`src/rtl/svo_tmds_dec_if.sv`:
```
// Pixel-domain bundle between a TMDS lane deserializer and the TMDS decoder.
// The slave side is the decoder. The master side supplies raw words and consumes decoded symbols.
interface svo_tmds_dec_if;
  logic [9:0] din;
  logic       de;
  logic [1:0] ctrl;
  logic [7:0] dout;
  logic       locked;
  logic [3:0] offset;

  modport master (
    output din,
    input  de,
    input  ctrl,
    input  dout,
    input  locked,
    input  offset
  );

  modport slave (
    input  din,
    output de,
    output ctrl,
    output dout,
    output locked,
    output offset
  );
endinterface

```
`src/rtl/svo_tmds_dec.sv`:
```
// TMDS receive decoder for one lane: bit-aligns unaligned 10-bit words by hunting for runs of
// control tokens, then decodes each symbol into de/ctrl/8-bit data with a two-stage pipeline.
module svo_tmds_dec #(
  parameter int unsigned SEARCH_WINDOW = 2048,
  parameter int unsigned CTRL_RUN      = 32,
  parameter int unsigned LOSS_TIMEOUT  = 4096
) (
  input logic          clk_pixel,
  input logic          resetn,
  svo_tmds_dec_if.slave bus
);

  localparam int unsigned WinW = (SEARCH_WINDOW > 1) ? $clog2(SEARCH_WINDOW) : 1;
  localparam int unsigned RunW = (CTRL_RUN > 1) ? $clog2(CTRL_RUN) : 1;
  localparam int unsigned ToW  = (LOSS_TIMEOUT > 1) ? $clog2(LOSS_TIMEOUT) : 1;

  localparam logic [WinW-1:0] WinLast = WinW'(SEARCH_WINDOW - 1);
  localparam logic [RunW-1:0] RunLast = RunW'(CTRL_RUN - 1);
  localparam logic [ToW-1:0]  ToLast  = ToW'(LOSS_TIMEOUT - 1);

  typedef enum logic {StSearch, StLocked} state_e;

  state_e          state_q, state_d;
  logic [9:0]      din_q;
  logic [3:0]      offset_q, offset_d;
  logic [WinW-1:0] win_cnt_q, win_cnt_d;
  logic [RunW-1:0] run_cnt_q, run_cnt_d;
  logic [ToW-1:0]  to_cnt_q, to_cnt_d;

  logic [9:0]      sym_q, sym_d;
  logic            tok_q, tok_d;
  logic [1:0]      tok_ctrl_q, tok_ctrl_d;

  logic            de_q, de_d;
  logic [1:0]      ctrl_q, ctrl_d;
  logic [7:0]      dout_q, dout_d;

  logic [19:0]     hist;
  logic [7:0]      q_bits;
  logic [7:0]      data_dec;
  logic            locked_d;

  // Stage 1: pick the aligned symbol out of the two-word history and flag control tokens.
  always_comb begin
    hist       = {bus.din, din_q};
    sym_d      = hist[offset_q +: 10];
    tok_d      = 1'b1;
    tok_ctrl_d = 2'b00;
    case (sym_d)
      10'h354: tok_ctrl_d = 2'b00;
      10'h0AB: tok_ctrl_d = 2'b01;
      10'h154: tok_ctrl_d = 2'b10;
      10'h2AB: tok_ctrl_d = 2'b11;
      default: tok_d      = 1'b0;
    endcase
  end

  // Undo the optional inversion, then the XOR/XNOR chain selected by bit 8.
  always_comb begin
    q_bits      = sym_q[9] ? ~sym_q[7:0] : sym_q[7:0];
    data_dec    = '0;
    data_dec[0] = q_bits[0];
    for (int i = 1; i < 8; i++) begin
      data_dec[i] = sym_q[8] ? (q_bits[i] ^ q_bits[i-1]) : ~(q_bits[i] ^ q_bits[i-1]);
    end
  end

  // Alignment FSM; counters are driven by the stage-1 token flag.
  always_comb begin
    state_d   = state_q;
    offset_d  = offset_q;
    win_cnt_d = win_cnt_q;
    run_cnt_d = run_cnt_q;
    to_cnt_d  = to_cnt_q;
    unique case (state_q)
      StSearch: begin
        win_cnt_d = win_cnt_q + 1'b1;
        run_cnt_d = tok_q ? run_cnt_q + 1'b1 : '0;
        if (tok_q && (run_cnt_q == RunLast)) begin
          // A completed run wins over a window expiring in the same cycle.
          state_d   = StLocked;
          to_cnt_d  = '0;
          win_cnt_d = '0;
          run_cnt_d = '0;
        end else if (win_cnt_q == WinLast) begin
          offset_d  = (offset_q == 4'd9) ? 4'd0 : offset_q + 4'd1;
          win_cnt_d = '0;
          run_cnt_d = '0;
        end
      end
      StLocked: begin
        if (tok_q) begin
          to_cnt_d = '0;
        end else if (to_cnt_q == ToLast) begin
          state_d   = StSearch;
          win_cnt_d = '0;
          run_cnt_d = '0;
          to_cnt_d  = '0;
        end else begin
          to_cnt_d = to_cnt_q + 1'b1;
        end
      end
      default: state_d = StSearch;
    endcase
  end

  // Gate on the next lock state so outputs and locked change on the same edge.
  always_comb begin
    locked_d = (state_d == StLocked);
    de_d     = 1'b0;
    ctrl_d   = ctrl_q;
    dout_d   = '0;
    if (!locked_d) begin
      ctrl_d = 2'b00;
    end else if (tok_q) begin
      ctrl_d = tok_ctrl_q;
    end else begin
      de_d   = 1'b1;
      dout_d = data_dec;
    end
  end

  always_ff @(posedge clk_pixel) begin
    if (!resetn) begin
      state_q    <= StSearch;
      din_q      <= '0;
      offset_q   <= '0;
      win_cnt_q  <= '0;
      run_cnt_q  <= '0;
      to_cnt_q   <= '0;
      sym_q      <= '0;
      tok_q      <= 1'b0;
      tok_ctrl_q <= 2'b00;
      de_q       <= 1'b0;
      ctrl_q     <= 2'b00;
      dout_q     <= '0;
    end else begin
      state_q    <= state_d;
      din_q      <= bus.din;
      offset_q   <= offset_d;
      win_cnt_q  <= win_cnt_d;
      run_cnt_q  <= run_cnt_d;
      to_cnt_q   <= to_cnt_d;
      sym_q      <= sym_d;
      tok_q      <= tok_d;
      tok_ctrl_q <= tok_ctrl_d;
      de_q       <= de_d;
      ctrl_q     <= ctrl_d;
      dout_q     <= dout_d;
    end
  end

  assign bus.de     = de_q;
  assign bus.ctrl   = ctrl_q;
  assign bus.dout   = dout_q;
  assign bus.locked = (state_q == StLocked);
  assign bus.offset = offset_q;

endmodule

```
`src/flat_wrapper.sv`:
```
// flat-port wrapper written by rule: the top's interface ports become plain ports
module svo_tmds_dec_flat 
#(
  parameter int unsigned SEARCH_WINDOW = 2048,
  parameter int unsigned CTRL_RUN      = 32,
  parameter int unsigned LOSS_TIMEOUT  = 4096
)
  (clk_pixel, resetn, bus_din, bus_de, bus_ctrl, bus_dout, bus_locked, bus_offset);
  svo_tmds_dec_if bus_i ();
  input logic clk_pixel;
  input logic resetn;
  input wire logic [$bits(bus_i.din)-1:0] bus_din;
  output wire logic [$bits(bus_i.de)-1:0] bus_de;
  output wire logic [$bits(bus_i.ctrl)-1:0] bus_ctrl;
  output wire logic [$bits(bus_i.dout)-1:0] bus_dout;
  output wire logic [$bits(bus_i.locked)-1:0] bus_locked;
  output wire logic [$bits(bus_i.offset)-1:0] bus_offset;
  assign bus_i.din = bus_din;
  assign bus_de = bus_i.de;
  assign bus_ctrl = bus_i.ctrl;
  assign bus_dout = bus_i.dout;
  assign bus_locked = bus_i.locked;
  assign bus_offset = bus_i.offset;
  svo_tmds_dec #(.SEARCH_WINDOW(SEARCH_WINDOW), .CTRL_RUN(CTRL_RUN), .LOSS_TIMEOUT(LOSS_TIMEOUT)) u_core (.clk_pixel(clk_pixel), .resetn(resetn), .bus(bus_i));
endmodule
```
`config.mk`:
```
export PLATFORM = sky130hd
export DESIGN_NAME = svo_tmds_dec_flat
export DESIGN_NICKNAME = d
export VERILOG_FILES = /design/src/rtl/svo_tmds_dec_if.sv /design/src/rtl/svo_tmds_dec.sv /design/src/flat_wrapper.sv
export SDC_FILE = /design/constraint.sdc
export NUM_CORES = 1
export LEC_CHECK = 0
export BUFFER_PORTS_ARGS = -buffer_cell sky130_fd_sc_hd__buf_2
export CORE_UTILIZATION = 36
export CTS_BUF_LIST = sky130_fd_sc_hd__clkbuf_4 sky130_fd_sc_hd__clkbuf_8
export DETAILED_ROUTE_END_ITERATION = 16
export PLACE_DENSITY = 0.61
export SYNTH_ARGS = -nofsm -noshare
export SYNTH_HDL_FRONTEND = slang
export SYNTH_SLANG_ARGS = --single-unit
```
`constraint.sdc`:
```
create_clock -name clk_pixel -period 3.66 [get_ports clk_pixel]
set_input_delay 0.366 -clock clk_pixel [delete_from_list [all_inputs] [get_ports clk_pixel]]
set_output_delay 0.366 -clock clk_pixel [all_outputs]
set_load 0.02 [all_outputs]
```
======== After elaboration in Yosys (flattened, before gate mapping) ========
Cells that the tools add are included.
word-level totals
  flip-flop bits (word level) ............. 67
  output and inout bits ................... 16
  input bits .............................. 12
  word-level logic and storage cells ...... 84
cells by class
  bitwise gates (word level) .............. 19
  multiplexer cells ....................... 31
  $add $sub $neg .......................... 4
  eq/ne operators ......................... 11
  shift-type cells ........................ 1
  reduce and logical (&&, ||, !) cells .... 6
operators with widths
  operator                                               count
  two-way mux 11 bit                                     4
  two-way mux 12 bit                                     3
  two-way mux 5 bit                                      5
  one-hot mux 12 bit (2 select lines)                    1
  one-hot mux 11 bit (2 select lines)                    1
  equality test 10 bit (second input constant)           2
  indexed part select 20 x 5 -> 10 bit                   1
  adder 12 x 1 -> 12 bit (second input constant)         1
  equality test 12 bit (second input constant)           1
  two-way mux 1 bit                                      12
  adder 11 x 1 -> 11 bit (second input constant)         1
  equality test 11 bit (second input constant)           1
  inverter 1 bit                                         11
  equality test 10 x 8 -> 1 bit (second input constant)  1
  equality test 10 x 9 -> 1 bit (second input constant)  1
  one-hot mux 5 bit (2 select lines)                     1
  two-way mux 8 bit                                      1
  inverter 8 bit                                         1
  XOR 1 bit                                              7
  one-hot mux 2 bit (3 select lines)                     1
  adder 5 x 1 -> 5 bit (second input constant)           1
  equality test 5 bit (second input constant)            1
  adder 4 x 1 -> 4 bit (second input constant)           1
  equality test 4 bit (second input constant)            1
  9 further kinds                                        11

======== Depth between registers and ports, before layout ========
  depth in word-level cells ............... 6
  gate-level depth with buffers ........... 9
  mapped depth without buffers ............ 9

======== Worst setup path before layout ========
Ideal clock, no wire load.
  path kind ............................... register -> register
  start ................................... reg u_core.offset_q[0], in the netlist u_core.bus.offset[0]
  end ..................................... reg u_core.tok_ctrl_q[1]
  slack ................................... 1.431 ns
  stages on the path, launching flop included .. 9
  setup time .............................. 0.088 ns
  arrival ................................. 2.141 ns
  period minus slack after synthesis ...... 2.229 ns
  required time ........................... 3.572 ns
  path buffers ............................ 3
  cells stage by stage .................... dfxtp_1 > buf_2 > buf_6 > buf_2 > mux2_4 > nand2_2 > o21ai_2 > or4_1 > o32ai_2
between the ends
  cells in the longest elaborated chain, start to end .. 3
  elaborated cells between the ends (all ways) .. 5
  those cells by class .................... 3 x eq/ne; 1 x shift; 1 x mux
ends and longest elaborated chain
  element                                             RTL line             text
  from (decl)                                         svo_tmds_dec.sv:25   logic [3:0] offset_q, offset_d;
  from (signal assigned)                              svo_tmds_dec.sv:140  offset_q <= offset_d;
  indexed part select 20 x 5 -> 10 bit (*)            svo_tmds_dec.sv:46   sym_d = hist[offset_q +: 10];
  equality test 10 bit, or another cell as far along  svo_tmds_dec.sv:49   case (sym_d)
  one-hot mux 2 bit (3 select lines) (*)              svo_tmds_dec.sv:49
  to (signal assigned)                                svo_tmds_dec.sv:146  tok_ctrl_q <= tok_ctrl_d;
  to (decl)                                           svo_tmds_dec.sv:32   logic [1:0] tok_ctrl_q, tok_ctrl_d;
Every way passes the cells marked *; elsewhere a longest branch is shown, timed or not.
A chain may end at the register's enable or synchronous reset.

======== Worst setup path after layout ========
  start ................................... reg u_core.offset_q[2], in the netlist u_core.bus.offset[2]
  end ..................................... reg u_core.tok_ctrl_q[1]
Same word-level chain as after synthesis.

==> impl_results.md <==
- Outcome: finished clean
- Required time of the critical path: between 3000 and 4000 ps
- Port bufs: 27
- WL per Instance: 13.7 um
- Power density over the cells: 381 mW/mm^2
- WL final: roughly 6900 um
- Core ar.: 0.00928 sq mm
- CTS Sinks: 67
- Cells after Synth: 348
- H-tree depth: 3
- Hpwl dp: 4860 um
- Ys async rst share: 0
- Setup WS post-layout: 1090 ps
- Y dimension of the die: 100 um
- RSZ-0062 raised after global routing: false
- CTS Root Cell: clkbuf_8
- Top cell type's share of synthesized area: 0.387
- Peak supply drop: 0.000169 V
- Clk_lat worst skew: 340 ps
- CP cell instances: mux4_2 -> mux2_4 -> nand2_2 -> o21ai_2 -> or4_1 -> o32ai_2
- Slew headroom: 0.475
- # fillers: 904
- Setup Crit Path Kind: flip-flop to flip-flop
- P&R area growth vs syn: 11.5%
- Hold buffers post-CTS: 0
- GRT overflow: 0
- CP startpoint kind: flip-flop
- Nets: a little under 400
- CP peak stage delay: 770 ps
- Setup crit end kind: flip-flop
- #FFs+latches synth: 67
- WP buf/inv: 0
- Post-Syn Area: between 0.003 and 0.004 sq mm
- Reg clk slew, reported paths: around 80 ps
- 1st-pass router iterations: 4
- Clock Tree Buf Depth: 2
- DRC viols: 0
- CTS resizes: 0
- Critical-path maximum fanout: 18
- Most used DFF post-synth: dfxtp_1
- Place WS: 1080 ps
- Top delay family on crit path: multiplexers
- Max Fclk: approximately 0.4 GHz
- Synthesis warning total: 0
- Routed Antenna Nets: 0
- Die X: 100 um
- Critical Path AT: 2830 ps
- Full die area: between 0.01 and 0.015 sq mm
- Tmin final: approximately 2600 ps
- Count leader, synth: dfxtp_1
- Cell taking the most area after synthesis: dfxtp_1
- Max cap viols: 0
- Share of layout cells above drive strength 1: 0.203
- CTS tree: built
- Final worst path period share: 0.702
- Worst Skew: between 10 and 15 ps
- Cts bufs inserted: 9
- Cell variety after synth: 52
- HP Class: primary input to flip-flop
- Site Rows: 35
- CP max-delay cell: dfxtp_1
- Routability cong.: 0.818
- Number of setup violations in the final report: 0
- Via/cell ratio: 5.15
- First-pass GRT wire length: 12100 um
- Starting DRT DRC Count: 140
- FF+latch area: 0.00134 sq mm
- Synth top cells by count: dfxtp_1, nor2_1, nand2_1
- Slew Viols, Final: 0
- Syn_area_per_cell: 9.97 sq um
- Vias in the first global route: 2428
- Setup TNS: 0 ps
- Antenna violations before repair: 0
- Largest net degree at the start of global routing: 40
- Sequential element share of the synthesized area: 0.387
- LEAKAGE: about 1.4 nW
- Final hold vios: 0
- Multi-input logic area: around 0.0020 sq mm
- Initial core utilization: 0.374
- Tot GR Track Use: 0.153
- Ranking of synthesized cells by area: dfxtp_1, mux4_2, nor2_1
- Post-synth EDFFs: 0
- Antenna diodes: 0
- Post-CTS Setup Repair Bufs: 0
- Syn_nets: 364
- Via count: 2598
- Boundary Pins: 28
- Worst slew pin tran: between 700 and 800 ps
## power breakdown
group	internal, mW	total [mW]	switching, mW	leakage [nW]
Sequential	0.742	0.755	0.0134	0.544
Clock	0.319	0.626	0.307	0.0962
Combinational	0.0468	0.0913	0.0445	0.756
## path summary, 6_finish.rpt
kind | startpoint | endpoint | slack [ps] | cells after the start
setup / recovery | u_core.bus.offset[2] | u_core.tok_ctrl_q[1] | 1090 | 6
setup reg to reg | u_core.bus.offset[2] | u_core.tok_ctrl_q[1] | 1090 | 6
hold / removal | bus_din[7] | u_core.din_q[7] | 270 | 2
hold reg to reg | u_core.tok_ctrl_q[0] | u_core.bus.ctrl[0] | 480 | 2
## flip-flops by register name, indices dropped and copies added, names as in the netlist, 4 cells and up
signal and cells:
u_core.bus.dout 8, u_core.bus.offset 4, u_core.din_q 10, u_core.run_cnt_q 5, u_core.sym_q 10, u_core.to_cnt_q 12
u_core.win_cnt_q 11
## layer usage
| layer | global-route usage | wire, um | up-vias |
|---|---|---|---|
| li1 | - | - | 1292 |
| met1 | 0.221 | 3420 | 1239 |
| met2 | 0.215 | 3050 | 63 |
| met3 | 0.0515 | 400 | 4 |
| met4 | 0.0468 | 48 | 0 |
| met5 | 0 | 0 | - |
## kinds of logic (layout without fill, tap and decap cells)
group	after synthesis	in the layout	synth area share
xor+xnor	29	29	0.0732
flops	67	67	0.387
mux	32	32	0.167
buf+inv	23	50	0.0375
fa+ha+maj	4	4	0.0144
compound gates	49	49	0.106
simple gates	144	144	0.215
## placed cells by master, fill, tap and decap left out, types with 3 or more instances in the layout
cell / instances
mux4_2: 20
nand3_1: 6
nand4_1: 13
xnor2_1: 15
o21ai_0: 9
a21oi_1: 4
dfxtp_1: 67
nand2b_1: 3
a22oi_1: 9
buf_2: 27
ha_1: 4
and3_1: 6
nor3_1: 3
mux2i_1: 9
and2_1: 21
a21boi_0: 5
or3_1: 4
o22ai_1: 3
inv_1: 5
or4_1: 3
nor2b_1: 14
nor2_1: 38
clkbuf_8: 9
nand2_1: 26
xor2_1: 14
## metrics by stage
| stage | std cells | hold slack [ps] | instance area [sq um] | power (mW) | util |
|---|---|---|---|---|---|
| 2_1_floorplan | 348 | 440 | 3470 | 0.835 | - |
| 3_3_place_gp | 488 | 467 | 3670 | 0.863 | 0.395 |
| 3_5_place_dp | 488 | 471 | 3670 | 0.863 | 0.395 |
| 4_1_cts | 504 | 254 | 3870 | 1.49 | 0.417 |
| 5_1_grt | 504 | 248 | 3870 | 1.54 | 0.417 |
| 6_report | 504 | 269 | 3870 | 1.47 | 0.417 |
## cell type report
type / count / share of cell area
flip-flops and latches: 67 / 0.347
repair buffers: 29 / 0.0388
multi-input cells: 258 / 0.516
inverters: 5 / 0.00485
well taps: 129 / 0.0417
clock buffers: 9 / 0.0320
clock inverters: 7 / 0.0197
(Power assumes the default switching activity.)
